`src/rtl/game_countdown_timer.sv`:
```
// Level countdown timer: divides clk into game seconds, counts a BCD
// seconds value down to 00 and holds tc high once expired. Supports
// start/reload, pause with partial-second retention and bonus time.
module game_countdown_timer #(
  parameter int TICKS_PER_SEC = 31500000,
  parameter int START_SEC     = 99,
  parameter int BONUS_SEC     = 10,
  parameter int MAX_SEC       = 99
) (
  input  logic       clk,
  input  logic       resetN,
  input  logic       start,
  input  logic       pause,
  input  logic       addTime,
  output logic       tc,
  output logic [3:0] secTens,
  output logic [3:0] secOnes,
  output logic       running,
  output logic       oneSecPulse
);

  // A single-tick divider still needs one bit to hold the (always zero) count.
  localparam int PW = (TICKS_PER_SEC > 1) ? $clog2(TICKS_PER_SEC) : 1;
  localparam logic [PW-1:0] PRESC_LAST = PW'(TICKS_PER_SEC - 1);
  localparam logic [6:0]    START_CNT  = 7'(START_SEC);

  typedef enum logic [1:0] {
    IDLE    = 2'd0,
    RUN     = 2'd1,
    PAUSED  = 2'd2,
    EXPIRED = 2'd3
  } state_t;

  state_t        state_q, state_d;
  logic [6:0]    cnt_q, cnt_d;       // remaining seconds, binary 0..99
  logic [PW-1:0] presc_q, presc_d;
  logic          tc_q, tc_d;
  logic          run_q, run_d;
  logic          pulse_q, pulse_d;
  logic [3:0]    tens_q, ones_q;
  logic          tick;
  logic [6:0]    dec_cnt;

  // Saturating bonus add; the sum can reach 198 so it is formed in 8 bits.
  function automatic logic [6:0] sat_add(input logic [6:0] base);
    logic [7:0] sum;
    sum = {1'b0, base} + 8'(BONUS_SEC);
    return (sum > 8'(MAX_SEC)) ? 7'(MAX_SEC) : sum[6:0];
  endfunction

  assign tick    = (presc_q == PRESC_LAST);
  assign dec_cnt = cnt_q - 7'd1;

  // Next-state decode: start beats pause, pause beats tick/addTime.
  always_comb begin
    state_d = state_q;
    cnt_d   = cnt_q;
    presc_d = presc_q;
    tc_d    = tc_q;
    run_d   = run_q;
    pulse_d = 1'b0;
    if (start) begin
      state_d = RUN;
      cnt_d   = START_CNT;
      presc_d = '0;
      tc_d    = 1'b0;
      run_d   = 1'b1;
    end else begin
      unique case (state_q)
        RUN: begin
          if (pause) begin
            // Prescaler is left alone so the partial second survives.
            state_d = PAUSED;
            run_d   = 1'b0;
            if (addTime) cnt_d = sat_add(cnt_q);
          end else if (tick) begin
            presc_d = '0;
            pulse_d = 1'b1;
            if (addTime) begin
              // Bonus on the tick edge rescues a count that would hit 00.
              cnt_d = sat_add(dec_cnt);
            end else begin
              cnt_d = dec_cnt;
              if (dec_cnt == 7'd0) begin
                state_d = EXPIRED;
                tc_d    = 1'b1;
                run_d   = 1'b0;
              end
            end
          end else begin
            presc_d = presc_q + PW'(1);
            if (addTime) cnt_d = sat_add(cnt_q);
          end
        end
        PAUSED: begin
          if (addTime) cnt_d = sat_add(cnt_q);
          if (!pause) begin
            state_d = RUN;
            run_d   = 1'b1;
          end
        end
        default: ; // IDLE and EXPIRED hold everything until start
      endcase
    end
  end

  // State and registered outputs; BCD digits are derived from the next count.
  always_ff @(posedge clk) begin
    if (!resetN) begin
      state_q <= IDLE;
      cnt_q   <= START_CNT;
      presc_q <= '0;
      tc_q    <= 1'b0;
      run_q   <= 1'b0;
      pulse_q <= 1'b0;
      tens_q  <= 4'(START_CNT / 7'd10);
      ones_q  <= 4'(START_CNT % 7'd10);
    end else begin
      state_q <= state_d;
      cnt_q   <= cnt_d;
      presc_q <= presc_d;
      tc_q    <= tc_d;
      run_q   <= run_d;
      pulse_q <= pulse_d;
      tens_q  <= 4'(cnt_d / 7'd10);
      ones_q  <= 4'(cnt_d % 7'd10);
    end
  end

  assign tc          = tc_q;
  assign running     = run_q;
  assign oneSecPulse = pulse_q;
  assign secTens     = tens_q;
  assign secOnes     = ones_q;

endmodule

```
`config.mk`:
```
export PLATFORM = sky130hd
export DESIGN_NAME = game_countdown_timer
export DESIGN_NICKNAME = d
export VERILOG_FILES = /design/src/rtl/game_countdown_timer.sv
export SDC_FILE = /design/constraint.sdc
export NUM_CORES = 1
export LEC_CHECK = 0
export ABC_AREA = 1
export BUFFER_PORTS_ARGS = -buffer_cell sky130_fd_sc_hd__buf_2
export CAP_MARGIN = 5
export CORE_UTILIZATION = 30
export CTS_BUF_LIST = sky130_fd_sc_hd__clkbuf_4
export DETAILED_ROUTE_END_ITERATION = 10
export PLACE_DENSITY = 0.54
export SETUP_SLACK_MARGIN = 0.15
export SLEW_MARGIN = 20
export SYNTH_ARGS = -nofsm -noshare
export SYNTH_HDL_FRONTEND = slang
export SYNTH_SLANG_ARGS = --single-unit
```
`constraint.sdc`:
```
create_clock -name clk -period 4 [get_ports clk]
set_input_delay 1.2 -clock clk [delete_from_list [all_inputs] [get_ports clk]]
set_output_delay 1.2 -clock clk [all_outputs]
set_load 0.02 [all_outputs]
```
; ---- Yosys cells after proc, flatten, opt, wreduce, memory -nomap -nowiden
; Cells that the tools add are included.
[totals]
reg_bits = 45
inputBits = 5
out_inout_bits = 11
word_cells = 65
[op_classes]
addsub = 4
div_mod_pow = 2
n_lt_le_gt_ge = 2
eq_ne = 11
n_mux = 24
n_bitwise = 4
reduce_logical = 9
[ops]
columns = op, n
row1 = 2-to-1 mux 7 bit, 7
row2 = adder 25 x 1 -> 25 bit (second input constant), 1
row3 = == test 25 bit (second input constant), 1
row4 = 2-to-1 mux 25 bit, 1
row5 = adder 7 x 4 -> 8 bit (second input constant), 2
row6 = greater-than comparator 8 x 7 -> 1 bit (second input constant), 2
row7 = AND reduction 5 bit, 3
row8 = case mux 7 bit (2 select lines), 1
row9 = != test 3 bit (second input constant), 4
row10 = != test 4 bit (second input constant), 3
row11 = 2-to-1 mux 2 bit, 5
row12 = 2-to-1 mux 1 bit, 8
row13 = divider 7 x 4 -> 7 bit (second input constant), 1
row14 = zero test 7 bit, 1
row15 = remainder unit 7 x 4 -> 7 bit (second input constant), 1
row16 = subtractor 7 x 1 -> 7 bit (second input constant), 1
row17 = NOT 1 bit, 4
row18 = case mux 2 bit (2 select lines), 1
row19 = OR reduction 4 bit, 1
row20 = nonzero test 3 bit, 1
row21 = == test 2 x 1 -> 1 bit (second input constant), 1
row22 = == test 2 bit (second input constant), 1
row23 = != test 2 bit (second input constant), 1
row24 = case mux 1 bit (2 select lines), 1
row25 = 3 further kinds, 3

; ---- Longest topological paths before layout
; Gate-level depths: netlist of run 1.
[logic_depth]
ltp_word = 10
ltp_mapped = 43
ltp_nobuf = 43

; ---- Worst setup path before layout of run 1
; Ideal clock, no wire load.
[synth_timing]
kind = input port to flip-flop
startpoint = input addTime
endpoint = register ones_q[1], in the netlist secOnes[1]
setup_time_ns = 0.110
t_arrival_ns = 3.806
required_ns = 3.890
setup_slack_ns = 0.084
path_stages = 31
path_buffers = 1
cell_sequence = inv_1 -> clkbuf_1 -> a21oi_1 -> o211ai_1 -> nand2_1 -> clkinv_1 -> nand2_1 -> nand2_1 -> nand2_1 -> nand2_2 -> nand2_2 -> nand2_2 -> inv_2 -> ha_1 -> inv_1 -> nand4_2 -> nand2_4 -> nand2_4 -> nand2_1 -> nand2_2 -> nor2_4 -> nand3_1 -> nand2_1 -> inv_2 -> ha_1 -> inv_1 -> nand3_2 -> nand3_2 -> nand2_1 -> inv_1 -> nor2_1
[synth_via]
elab_chain_len = 6
elab_cells_between_ends = 7
classes_between = div: 1 / mux: 6
[synth_lines]
columns = item, line_no
row1 = from (decl), 14  ; input logic addTime,
row2 = "2-to-1 mux 7 bit, on equally long branches", n/a
row3 = 2-to-1 mux 7 bit, 76  ; end else if (tick) begin
row4 = 2-to-1 mux 7 bit, 71  ; if (pause) begin
row5 = case mux 7 bit (2 select lines) (*), 69  ; unique case (state_q)
row6 = 2-to-1 mux 7 bit (*), 62  ; if (start) begin
row7 = remainder unit 7 x 4 -> 7 bit (*), 126  ; ones_q <= 4'(cnt_d % 7'd10);
row8 = to (signal assigned), 117  ; ones_q <= 4'(START_CNT % 7'd10);
row9 = to (signal assigned), 126
row10 = to (decl), 40  ; logic [3:0] tens_q, ones_q;
; Mark *: on every way between the ends. The rest lies on a longest branch, timed or not.
; A chain may end at the register's enable or synchronous reset.

; ---- Worst setup path after layout of run 1
[layout_timing]
startpoint = register cnt_q[1]
endpoint = register ones_q[1], in the netlist secOnes[1]
[layout_via]
elab_chain_len = 10
elab_cells_between_ends = 14
classes_between = add/sub: 3 / div: 1 / order compare: 2 / mux: 8
[layout_lines]
columns = item, line_no
row1 = from (decl), 35  ; logic [6:0] cnt_q, cnt_d;
row2 = from (signal assigned), 120  ; cnt_q <= cnt_d;
row3 = subtractor 7 x 1 -> 7 bit, 52  ; assign dec_cnt = cnt_q - 7'd1;
row4 = adder 7 x 4 -> 8 bit, 47  ; sum = {1'b0, base} + 8'(BONUS_SEC);
row5 = greater-than comparator 8 x 7 -> 1 bit, 48  ; return (sum > 8'(MAX_SEC)) ? 7'(MAX_SEC) : sum[6:0];
row6 = 2-to-1 mux 7 bit, 48
row7 = 2-to-1 mux 7 bit, 79  ; if (addTime) begin
row8 = 2-to-1 mux 7 bit, 76
row9 = 2-to-1 mux 7 bit, 71
row10 = case mux 7 bit (2 select lines) (*), 69
row11 = 2-to-1 mux 7 bit (*), 62
row12 = remainder unit 7 x 4 -> 7 bit (*), 126
; Marked as above.

==> results.txt, run 1 <==
----------------------------------------------------
[Global route]
  Total global routing track utilization ... between 10% and 20%
  Largest net degree at the start of global routing ... 18
  Wire length of the first global-routing pass ... 14,300 um
  Initial antenna violation count ... 0
  Via count of the first global-routing pass ... about 3,200
  Residual overflow from global routing ... 0

[Logic synthesis]
  Warnings, synthesis ... 0
  Post-synthesis average cell area ... about 6.4 um2
  Sequential cell area fraction in the yosys report ... between 20% and 30%
  Synth Net Count ... about 500
  Share of flip-flops with an asynchronous set or reset ... 0%
  Mapped Cells ... slightly below 500
  Primary flip-flop cell chosen by synthesis mapping ... sky130_fd_sc_hd__dfxtp_1
  Count of state elements after synthesis ... 44
  Number of flops mapped to enable cells by yosys ... 0
  Cell variety after synth ... 42
  Post-Syn Area ... 3160 um2

[STA]
  Highest achievable clock rate ... 0.267 GHz
  Tcrit/Tclk final ... between 90% and 100%
  Count of final setup violators ... 0
  Worst relative slew slack ... between 40 and 50%
  Number of hold-slack violations in the final timing report ... 0
  Count of final max-slew check failures ... 0
  Worst-Margin Slew ... approximately 0.8 ns
  Worst hold slack ... just under 0.5 ns
  Post-layout min period ... between 3 and 4 ns
  Setup repair after global routing missed its margin ... true
  Clock Skews ... 0.00652 ns

[Cells and area]
  Area of all placed cells without fillers ... between 4000 and 5000 um2
  Count of nets after finishing ... about 600
  Antenna Diode Count ... 0
  Fraction of final layout cells with drive strength greater than 1 ... between 30% and 40%
  Area added between synthesis and finish ... 31.8%
  Final non-filler cell total ... 711

[Critical path]
  CP startpoint kind ... flip-flop
  Worst Path Buf+Inv ... 10
  Library cell contributing the largest single delay on the critical path ... sky130_fd_sc_hd__dfxtp_2
  Req. time, crit path ... around 4.3 ns
  Kind of cell adding the most delay to the critical path ... simple AND/OR/NAND/NOR gates
  Arrival time of data at the critical path endpoint ... 4.06 ns
  Largest fanout on the critical path ... 6
  Endpoint class of the critical path ... flip-flop
  Class of the most critical setup path ... reg -> reg
  Max stage delay on crit path ... 0.38 ns
  Most common cell on crit path ... sky130_fd_sc_hd__nand2_2

[Worst hold path]
  Worst min-delay path category ... reg -> reg

[Detailed routing]
  Antenna viol nets, final ... 0
  Number of DRC markers in iteration 0 ... between 100 and 150
  Final wirelength ... approximately 8600 um
  Routed via count divided by cell count ... around 4.8
  WL per Instance ... ~12 um
  Drc violations ... 0
  DR pass1 iterations ... 4
  Vias ... roughly 3,400

[Power]
  Standby leakage power ... ~1.9 nW
  Peak VDD IR ... roughly 140 uV
  Ratio of total power to cell area ... about 370 nW/um2

[Clock tree]
  Number of buffers on the longest clock path ... 2
  TritonCTS Buffers ... 5
  Clock sinks ... 44
  Clk_lat worst skew ... between 0.3 and 0.4 ns
  Clock slew at the register clock pins of the worst setup and hold paths ... roughly 0.14 ns
  Library cell used as clock root buffer ... sky130_fd_sc_hd__clkbuf_4
  Number of H-tree levels ... 2
  Hold-fix buffer count after cts ... 0
  TritonCTS clock tree ... yes

[Flow run]
  Max-cap viol count ... 0

[Status]
  Status ... finished, final reports clean

[Place]
  Port-buffer cells ... 15
  Placed Cells incl. Taps ... approximately 680
  Hpwl dp ... 6330 um
  DP Area ... approximately 3700 um2
  Gpl congestion ... about 0.87

[Floorplan]
  Overall die area ... 11,000 um2
  Width of the chip ... roughly 100 um
  Overall die height ... approximately 100 um
  Starting density of the core ... between 30 and 40%
  Area of the core ... between 10,000 and 15,000 um2
  Total number of placement rows ... 37
  I/O pin count ... 16

----------------------------------------------------
synthesized netlist by cell type, drive strengths merged (5+ instances only):
cell type | n | area [um2]
nand3 | 47 | 295
nand2 | 155 | 649
xor2 | 5 | 43.8
ha | 11 | 138
inv | 70 | 265
dfxtp | 44 | 881
nor3 | 15 | 85.1
a21oi | 24 | 131
nand4 | 18 | 125
nor2 | 52 | 223
buf | 5 | 32.5
o21ai | 18 | 90.1
repair_timing:
| item | CTS | global route |
|---|---|---|
| gates resized for setup | 27 | 36 |
| buffers inserted | 13 | 13 |
| setup endpoints to repair | 4 | 4 |
| pin swaps | 13 | 31 |
kinds of logic (layout without fill, tap and decap cells):
group	after synthesis	after routing	synth area share, %
buffers and inverters	79	161	9.89
AND/OR/NAND/NOR	296	296	45.5
adder cells (fa/ha/maj)	11	11	4.35
flip-flops	44	44	27.8
XOR/XNOR	7	7	1.94
AO/OA/AOI/OAI	56	56	10.5
registers in the layout (all words and copies together), names as in the netlist:
name / cells
running: 1
secOnes: 3
state_q: 2
tc: 1
secTens: 4
oneSecPulse: 1
cnt_q: 7
presc_q: 25
cell usage in the layout, fill, tap and decap left out, types with 3 or more instances in the layout:
master	n
sky130_fd_sc_hd__a211oi_1	3
sky130_fd_sc_hd__nand4_1	16
sky130_fd_sc_hd__clkbuf_4	5
sky130_fd_sc_hd__buf_2	15
sky130_fd_sc_hd__xor2_1	5
sky130_fd_sc_hd__nor3_1	13
sky130_fd_sc_hd__buf_4	66
sky130_fd_sc_hd__o21ai_0	15
sky130_fd_sc_hd__nor3b_1	3
sky130_fd_sc_hd__nand2_2	34
sky130_fd_sc_hd__nand3_1	29
sky130_fd_sc_hd__inv_4	4
sky130_fd_sc_hd__nand2_1	113
sky130_fd_sc_hd__a21oi_2	3
sky130_fd_sc_hd__ha_1	4
sky130_fd_sc_hd__nor2_4	3
sky130_fd_sc_hd__nor2_1	44
sky130_fd_sc_hd__a21oi_1	21
sky130_fd_sc_hd__nand2_4	8
sky130_fd_sc_hd__inv_1	51
sky130_fd_sc_hd__nand3_2	17
sky130_fd_sc_hd__inv_2	15
sky130_fd_sc_hd__nor2_2	5
sky130_fd_sc_hd__ha_4	5
sky130_fd_sc_hd__dfxtp_1	42
layout make-up:
cell class	count	area, um2
clock buffers	5	37.5
clock inverters	3	46.3
fillers	1093	6110
inverters	71	277
multi-input cells	370	2170
flip-flops and latches	44	883
well taps	136	170
repair buffers	82	582
per-stage QoR:
| stage | util (%) | setup slack (ns) | power, W | TNS [ns] |
|---|---|---|---|---|
| 2_1_floorplan | - | 0.170 | 0.000904 | 0 |
| 3_3_place_gp | 35.8 | -0.00876 | 0.00108 | -0.0174 |
| 3_5_place_dp | 35.8 | -0.110 | 0.00109 | -0.254 |
| 4_1_cts | 38.3 | 0.154 | 0.00148 | 0 |
| 5_1_grt | 40.6 | -0.0429 | 0.00168 | -0.0670 |
| 6_report | 40.6 | 0.254 | 0.00156 | 0 |
path summary, 6_finish.rpt:
kind / start / endpoint / slack [ns] / cells past startpoint
max: cnt_q[1] / secOnes[1] / 0.25 / 39
min: tc / tc / 0.48 / 2
max reg2reg: cnt_q[1] / secOnes[1] / 0.25 / 39
min reg2reg: tc / tc / 0.48 / 2
routing by layer:
layer	GRT usage, %	share of wire, %
met4	4.83	1.4
met2	27.8	50
met1	19.9	46
met3	2.31	3.1
met5	0	0
tightest hold or removal path, cell delays in order, from the launching register on:
cell and delay, ns:
sky130_fd_sc_hd__dfxtp_1 0.35, sky130_fd_sc_hd__nor2_1 0.05, sky130_fd_sc_hd__nor2_1 0.06
where the power goes:
| part | leakage (nW) | switching [W] | internal (W) |
|---|---|---|---|
| Sequential | 0.357 | 0.0000143 | 0.000472 |
| Clock | 0.0418 | 0.000157 | 0.000134 |
| Combinational | 1.48 | 0.000433 | 0.000345 |
| Total | 1.88 | 0.000604 | 0.000951 |
No activity file was read; power rests on OpenSTA's default activity.
==> inputs of run 2 (changes only) <==
Settings changed: CORE_ASPECT_RATIO set to 1.25, CORE_UTILIZATION 30 to 45, PLACE_DENSITY 0.54 to 0.72.
Clock period 4 ns to 3.3 ns, I/O delays scaled along.
==> run 2 against run 1 <==
The run now ends with negative setup slack left. Critical path depth is 3 higher. Cell count increased by 2.4%. Clock power grew 18%. Routed wire length increased by 11%. Non-clock buffer count is 66 higher. Sequential power up 21%. First-iteration DRC count increased by 120%. Combinational power increased by 35%. Global-route usage is 11 points higher.
==> results.txt, run 2 (synthesis results as in run 1) <==
----------------------------------------------------
[Status]
  Status ... complete, but fails checks
  Violations in the final reports ... negative setup slack

[Worst hold path]
  Launch instance of the worst min-delay path ... presc_q[14]
  Worst hold path stage count ... 2 (unchanged)
  Endpoint with the worst hold slack ... presc_q[14]
  Worst min-delay path category ... reg -> reg

[Cells and area]
  Total of fill cells in the finished design ... 561 (-49%)
  Final non-filler cell total ... 728 (+2.4%)
  Top reg by flops ... presc_q
  Area added between synthesis and finish ... 48.3%
  Area of all placed cells without fillers ... 4690 um2 (+12%)
  Number of flip-flops under the largest register name ... 25 (unchanged)
  Sequential cell area ... 887 um2 (+0.42%)
  Commonest cells after routing, fill and taps aside ... sky130_fd_sc_hd__buf_4, sky130_fd_sc_hd__nand2_1, sky130_fd_sc_hd__inv_1
  Antenna Diode Count ... 0 (unchanged)
  Count of nets after finishing ... 656 (+11%)
  Fraction of final layout cells with drive strength greater than 1 ... 43.2% (+9.0 points)
  Most common library cell in the layout ignoring fill and taps ... sky130_fd_sc_hd__buf_4
  Final design utilization ... 70.1% (+30 points)
  Multi-input combinational cell area ... 2240 um2 (+3.0%)

[Place]
  Gpl congestion ... 0.906 (+4.4%)
  DP Area ... 4190 um2 (+14%)
  Port-buffer cells ... 15 (unchanged)
  Hpwl dp ... 6940 um (+9.5%)
  Placed Cells incl. Taps ... 693 (+2.4%)

[Critical path]
  Largest fanout on the critical path ... 7 (+1)
  Number of cells on the worst reg-to-reg path ... 42 (+7.7%)
  Worst reg2reg path startpoint ... cnt_q[1]
  Library cell contributing the largest single delay on the critical path ... sky130_fd_sc_hd__dfxtp_4
  Req. time, crit path ... 3.60 ns (-0.71 ns)
  Capture point of the worst reg-to-reg path ... secOnes[1]
  Most common cell on crit path ... sky130_fd_sc_hd__nand2_2
  Worst Path Buf+Inv ... 9 (-1)
  Endpoint class of the critical path ... flip-flop
  Arrival time of data at the critical path endpoint ... 4.09 ns (+0.03 ns)
  Kind of cell adding the most delay to the critical path ... simple AND/OR/NAND/NOR gates
  Slack of the worst reg-to-reg path ... -0.50 ns (-0.75 ns)
  CP startpoint kind ... flip-flop
  Class of the most critical setup path ... reg -> reg
  Max stage delay on crit path ... 0.38 ns (about the same)

[Floorplan]
  I/O pin count ... 16 (unchanged)
  Width of the chip ... 77.0 um (-26%)
  Starting density of the core ... 47.3% (+17 points)
  Overall die height ... 95.7 um (-8.5%)
  Overall die area ... 7370 um2 (-33%)
  Area of the core ... 6690 um2 (-35%)
  Total number of placement rows ... 33 (-11%)

[Clock tree]
  Hold-fix buffer count after cts ... 0 (unchanged)
  TritonCTS Buffers ... 5 (unchanged)
  TritonCTS clock tree ... yes
  Clock sinks ... 44 (unchanged)
  Library cell used as clock root buffer ... sky130_fd_sc_hd__clkbuf_4
  Clock slew at the register clock pins of the worst setup and hold paths ... 0.14 ns (about the same)
  Clk_lat worst skew ... 0.37 ns (about the same)
  Number of buffers on the longest clock path ... 2 (unchanged)
  Number of H-tree levels ... 2 (unchanged)

[Flow run]
  Max-cap viol count ... 0 (unchanged)

[Power]
  Standby leakage power ... 2.24 nW (+19%)
  Ratio of total power to cell area ... 423 nW/um2 (+13%)
  Peak VDD IR ... 411 uV (+200%)
  Total design power ... 0.00198 W (+27%)

[Global route]
  Initial antenna violation count ... 0 (unchanged)
  Wire length of the first global-routing pass ... 15,800 um (+11%)
  Residual overflow from global routing ... 0 (unchanged)
  Via count of the first global-routing pass ... 3,751 (+16%)
  Total global routing track utilization ... 26.7% (+11 points)
  Largest net degree at the start of global routing ... 18 (unchanged)

[Detailed routing]
  WL per Instance ... 13.1 um (+8.0%)
  Routed via count divided by cell count ... 5.14 (+7.7%)
  Antenna viol nets, final ... 0 (unchanged)
  Number of DRC markers in iteration 0 ... 286 (+120%)
  Drc violations ... 0 (unchanged)
  DR pass1 iterations ... 4 (unchanged)
  Final wirelength ... 9510 um (+11%)
  Vias ... 3,744 (+10%)

[STA]
  Count of final max-slew check failures ... 0 (unchanged)
  Number of hold-slack violations in the final timing report ... 0 (unchanged)
  Worst-Margin Slew ... 0.772 ns (-0.0176 ns)
  Total negative slack ... -1.94 ns (-1.94 ns)
  Fin worst setup slack ... -0.497 ns (-0.751 ns)
  Tcrit/Tclk final ... 115% (+21 points)
  Clock Skews ... 0.0188 ns (+0.0123 ns)
  Highest achievable clock rate ... 0.263 GHz (-1.3%)
  Worst relative slew slack ... 48.0% (+1.2 points)
  Count of final setup violators ... 4 (+4)
  Setup repair after global routing missed its margin ... true
  Post-layout min period ... 3.80 ns (+0.0509 ns)

----------------------------------------------------
## run 2: cell count changes in the layout (fill, tap and decap cells not counted), moves of 3 or more
cell                      previous run  this run
sky130_fd_sc_hd__inv_2              15        18
sky130_fd_sc_hd__buf_4              66       129
sky130_fd_sc_hd__nand3_4             1         4
sky130_fd_sc_hd__nand2_2            34        39
sky130_fd_sc_hd__inv_1              51        48
sky130_fd_sc_hd__nand2_1           113       106
## run 2: layer usage
metal  global-route usage, %  wire, um
met2                    51.4      4950
met5                       0         0
met1                    28.8      3970
met3                    3.60       312
met4                    12.7       280
## run 2: what timing repair did
| action | CTS | global route |
|---|---|---|
| setup buffers | 19 | 8 |
| pin swaps | 34 | 29 |
| gates resized for setup | 43 | 20 |
| setup endpoints to repair | 5 | 5 |
## run 2: area by class of cell
class	count	share of cell area, %
Clock buffer	5	0.800
Clock inverter	3	0.907
Tap cell	87	2.32
Timing Repair Buffer	148	23.4
Inverter	71	5.90
Sequential cell	44	18.9
Multi-Input combinational cell	370	47.8
## run 2: report_power, final
part / internal, W / switching, W / total [W]
Sequential: 0.000573 / 0.0000170 / 0.000590
Combinational: 0.000475 / 0.000576 / 0.00105
Clock: 0.000158 / 0.000184 / 0.000342
Total: 0.00121 / 0.000777 / 0.00198
## run 2: how the worst max path moves through the flow
stage	start	endpoint	slack, ns	cells after the start
finish	cnt_q[1]	secOnes[1]	-0.50	42
global route	cnt_q[2]	secOnes[1]	-0.78	41
CTS	cnt_q[1]	secOnes[1]	-0.42	43
detailed placement	cnt_q[1]	secOnes[1]	-0.56	43
global placement	cnt_q[1]	secOnes[1]	-0.42	43
floorplan	cnt_q[1]	secOnes[1]	-0.29	43
## run 2: through the flow
step	setup slack, ns	hold WS (ns)
3_3_place_gp	-0.416	0.447
2_1_floorplan	-0.288	0.443
6_report	-0.497	0.474
5_1_grt	-0.785	0.509
3_5_place_dp	-0.559	0.460
4_1_cts	-0.416	0.478
## run 2: worst reg2reg max path, delay by kind of cell (launching register included)
kind	cells	cell delay [ns]
and+or+nand+nor	28	2.13
buffers and inverters	9	0.57
DFF	1	0.38
adders and majority gates	4	0.62
AOI/OAI and AO/OA	1	0.04
==> inputs of run 3 (changes only) <==
Settings changed: CORE_ASPECT_RATIO 1.25 to 1.5.
==> run 3 against run 2 <==
The flow still finishes with violations (negative setup slack). Die area about the same. Sequential power barely moved. Combinational power is 5% lower. Final area is 3.4% lower. Global-route usage decreased by 0.66 points. Register-to-register slack worse by 0.04 ns. Cell count is 2.6% lower. Clock power is 22% lower. Critical path depth fell by 7. Power down 6.6%. Fmax fell by 0.93%. Via count fell by 2.4%. Critical endpoint is now secOnes[3]. Largest power group unchanged.
==> results.txt, run 3 (synthesis results as in run 1) <==
----------------------------------------------------
[Cells and area]
  Top reg by flops ... presc_q
  Area added between synthesis and finish ... 43.2%
  Antenna Diode Count ... 0 (unchanged)
  Count of nets after finishing ... 646 (-1.5%)
  Area of all placed cells without fillers ... 4530 um2 (-3.4%)
  Fraction of final layout cells with drive strength greater than 1 ... 41.2% (-2.0 points)
  Final non-filler cell total ... 709 (-2.6%)
  Number of flip-flops under the largest register name ... 25 (unchanged)
  Commonest cells after routing, fill and taps aside ... sky130_fd_sc_hd__buf_4, sky130_fd_sc_hd__nand2_1, sky130_fd_sc_hd__inv_1
  Most common library cell in the layout ignoring fill and taps ... sky130_fd_sc_hd__buf_4

[Status]
  Violations in the final reports ... negative setup slack
  Status ... complete, but fails checks

[Floorplan]
  Total number of placement rows ... 37 (+12%)
  Starting density of the core ... 46.5% (-0.81 points)
  I/O pin count ... 16 (unchanged)
  Overall die height ... 105 um (+9.3%)
  Area of the core ... 6810 um2 (+1.7%)
  Overall die area ... 7380 um2 (about the same)
  Width of the chip ... 70.5 um (-8.5%)

[STA]
  Worst relative slew slack ... 68.9% (+21 points)
  Worst-Margin Slew ... 0.462 ns (-0.310 ns)
  Count of final max-slew check failures ... 0 (unchanged)
  Clock Skews ... 0.0178 ns (-0.00103 ns)
  Setup repair after global routing missed its margin ... true
  Count of final setup violators ... 4 (unchanged)
  Number of hold-slack violations in the final timing report ... 0 (unchanged)
  Fin worst setup slack ... -0.532 ns (-0.0356 ns)
  Highest achievable clock rate ... 0.261 GHz (-0.93%)
  Post-layout min period ... 3.83 ns (+0.0356 ns)
  Tcrit/Tclk final ... 116% (+1.1 points)
  Total negative slack ... -2.07 ns (-0.129 ns)

[Power]
  Fraction of power spent switching nets ... 41.3% (+2.1 points)
  Total design power ... 0.00185 W (-6.6%)
  P_sw ... 0.000764 W (-1.6%)
  Peak VDD IR ... 431 uV (+4.8%)
  Part of the total power dissipated in combinational logic ... 53.7% (+0.7 points)
  Internal Pwr Total ... 0.00109 W (-9.9%)
  Ratio of total power to cell area ... 409 nW/um2 (-3.3%)
  Share of total power in sequential cells ... 31.8% (+2.1 points)
  Part of the total power dissipated in the clock network ... 14.5% (-2.7 points)
  Standby leakage power ... 2.14 nW (-4.3%)

[Clock tree]
  Clock slew at the register clock pins of the worst setup and hold paths ... 0.14 ns (about the same)
  TritonCTS Buffers ... 5 (unchanged)
  Number of H-tree levels ... 2 (unchanged)
  Number of buffers on the longest clock path ... 2 (unchanged)
  Hold-fix buffer count after cts ... 0 (unchanged)
  Clk_lat worst skew ... 0.38 ns (about the same)
  Clock sinks ... 44 (unchanged)
  Library cell used as clock root buffer ... sky130_fd_sc_hd__clkbuf_4
  TritonCTS clock tree ... yes

[Critical path]
  Largest fanout on the critical path ... 6 (-1)
  Max stage delay on crit path ... 0.39 ns (about the same)
  Most common cell on crit path ... sky130_fd_sc_hd__nand2_2
  Library cell contributing the largest single delay on the critical path ... sky130_fd_sc_hd__dfxtp_4
  CP startpoint kind ... flip-flop
  Class of the most critical setup path ... reg -> reg
  Slack of the worst reg-to-reg path ... -0.53 ns (-0.04 ns)
  Endpoint class of the critical path ... flip-flop
  Req. time, crit path ... 3.58 ns (-0.02 ns)
  Arrival time of data at the critical path endpoint ... 4.11 ns (+0.02 ns)

[Flow run]
  Max-cap viol count ... 0 (unchanged)

[Detailed routing]
  Final wirelength ... 9480 um (-0.40%)
  DR pass1 iterations ... 5 (+1)
  Routed via count divided by cell count ... 5.16 (+0.27%)
  Amount of wire on met2 after detailed routing ... 5100 um (+2.9%)
  Routed met3 length ... 234 um (-25%)
  Met1 WL ... 3750 um (-5.6%)
  Vias ... 3,656 (-2.4%)
  WL per Instance ... 13.4 um (+2.3%)
  Antenna viol nets, final ... 0 (unchanged)
  Drc violations ... 0 (unchanged)
  Number of DRC markers in iteration 0 ... 154 (-46%)
  DR top layer ... met4

[Place]
  Gpl congestion ... 0.954 (+5.3%)
  DP Area ... 4120 um2 (-1.6%)
  Dpl ws ... -0.552 ns (+0.00698 ns)
  Placed Cells incl. Taps ... 678 (-2.2%)
  Port-buffer cells ... 15 (unchanged)
  Hpwl dp ... 6940 um (+0.11%)

[Global route]
  Initial antenna violation count ... 0 (unchanged)
  Largest net degree at the start of global routing ... 14 (-4)
  Wire length of the first global-routing pass ... 15,600 um (-1.5%)
  Residual overflow from global routing ... 0 (unchanged)
  Via count of the first global-routing pass ... 3,602 (-4.0%)
  Total global routing track utilization ... 26.0% (-0.66 points)

[Worst hold path]
  Worst min-delay path category ... reg -> reg

----------------------------------------------------
run 3: cell count changes in the layout (fill, tap and decap cells not counted), moves of 3 or more:
| cell | change |
|---|---|
| sky130_fd_sc_hd__nand3_2 | -4 |
| sky130_fd_sc_hd__nand2_1 | +3 |
| sky130_fd_sc_hd__nand2_4 | -3 |
| sky130_fd_sc_hd__buf_4 | -7 |
| sky130_fd_sc_hd__nand3_1 | +3 |
run 3: path summary, 6_finish.rpt:
kind,start,end,cells past startpoint
setup reg to reg,cnt_q[1],secOnes[3],35
setup / recovery,cnt_q[1],secOnes[3],35
hold / removal,presc_q[14],presc_q[14],2
hold reg to reg,presc_q[14],presc_q[14],2
run 3: critical path: cells and delay by family (launching register included):
family	cells	cell delay, ns
flip-flops	1	0.39
AO/OA/AOI/OAI	2	0.28
adder cells (fa/ha/maj)	3	0.47
buffers and inverters	8	0.63
AND/OR/NAND/NOR	22	1.95
run 3: cell type report:
class,instances,area (um2)
Fill cell,568,2280
Multi-Input combinational cell,370,2210
Timing Repair Buffer,138,1000
Sequential cell,44,887
Inverter,71,279
Tap cell,78,97.6
Clock buffer,5,37.5
Clock inverter,3,13.8
run 3: metal layers:
metal	GRT usage, %	vias to the layer above
li1	-	1870
met1	27.4	1673
met2	48.5	81
met3	3.38	32
met4	14.0	0
met5	0	-
run 3: timing repair:
action / in CTS / in global routing
gates resized for setup: 31 / 24
setup buffers: 16 / 7
setup endpoints to repair: 5 / 5
pin swaps: 29 / 31
run 3: stage by stage:
step	hold WS (ns)	util, %
6_report	0.477	66.6
5_1_grt	0.500	66.6
3_5_place_dp	0.458	60.5
4_1_cts	0.478	64.5
3_3_place_gp	0.443	60.5
2_1_floorplan	0.443	-
run 3: power by group through the flow:
stage / sequential, W / clock [W] / combinational [W]
floorplan: 0.000641 / 0 / 0.000499
global placement: 0.000600 / 0 / 0.000800
detailed placement: 0.000600 / 0 / 0.000819
CTS: 0.000588 / 0.000272 / 0.000906
global route: 0.000592 / 0.000287 / 0.00109
finish: 0.000589 / 0.000268 / 0.000994
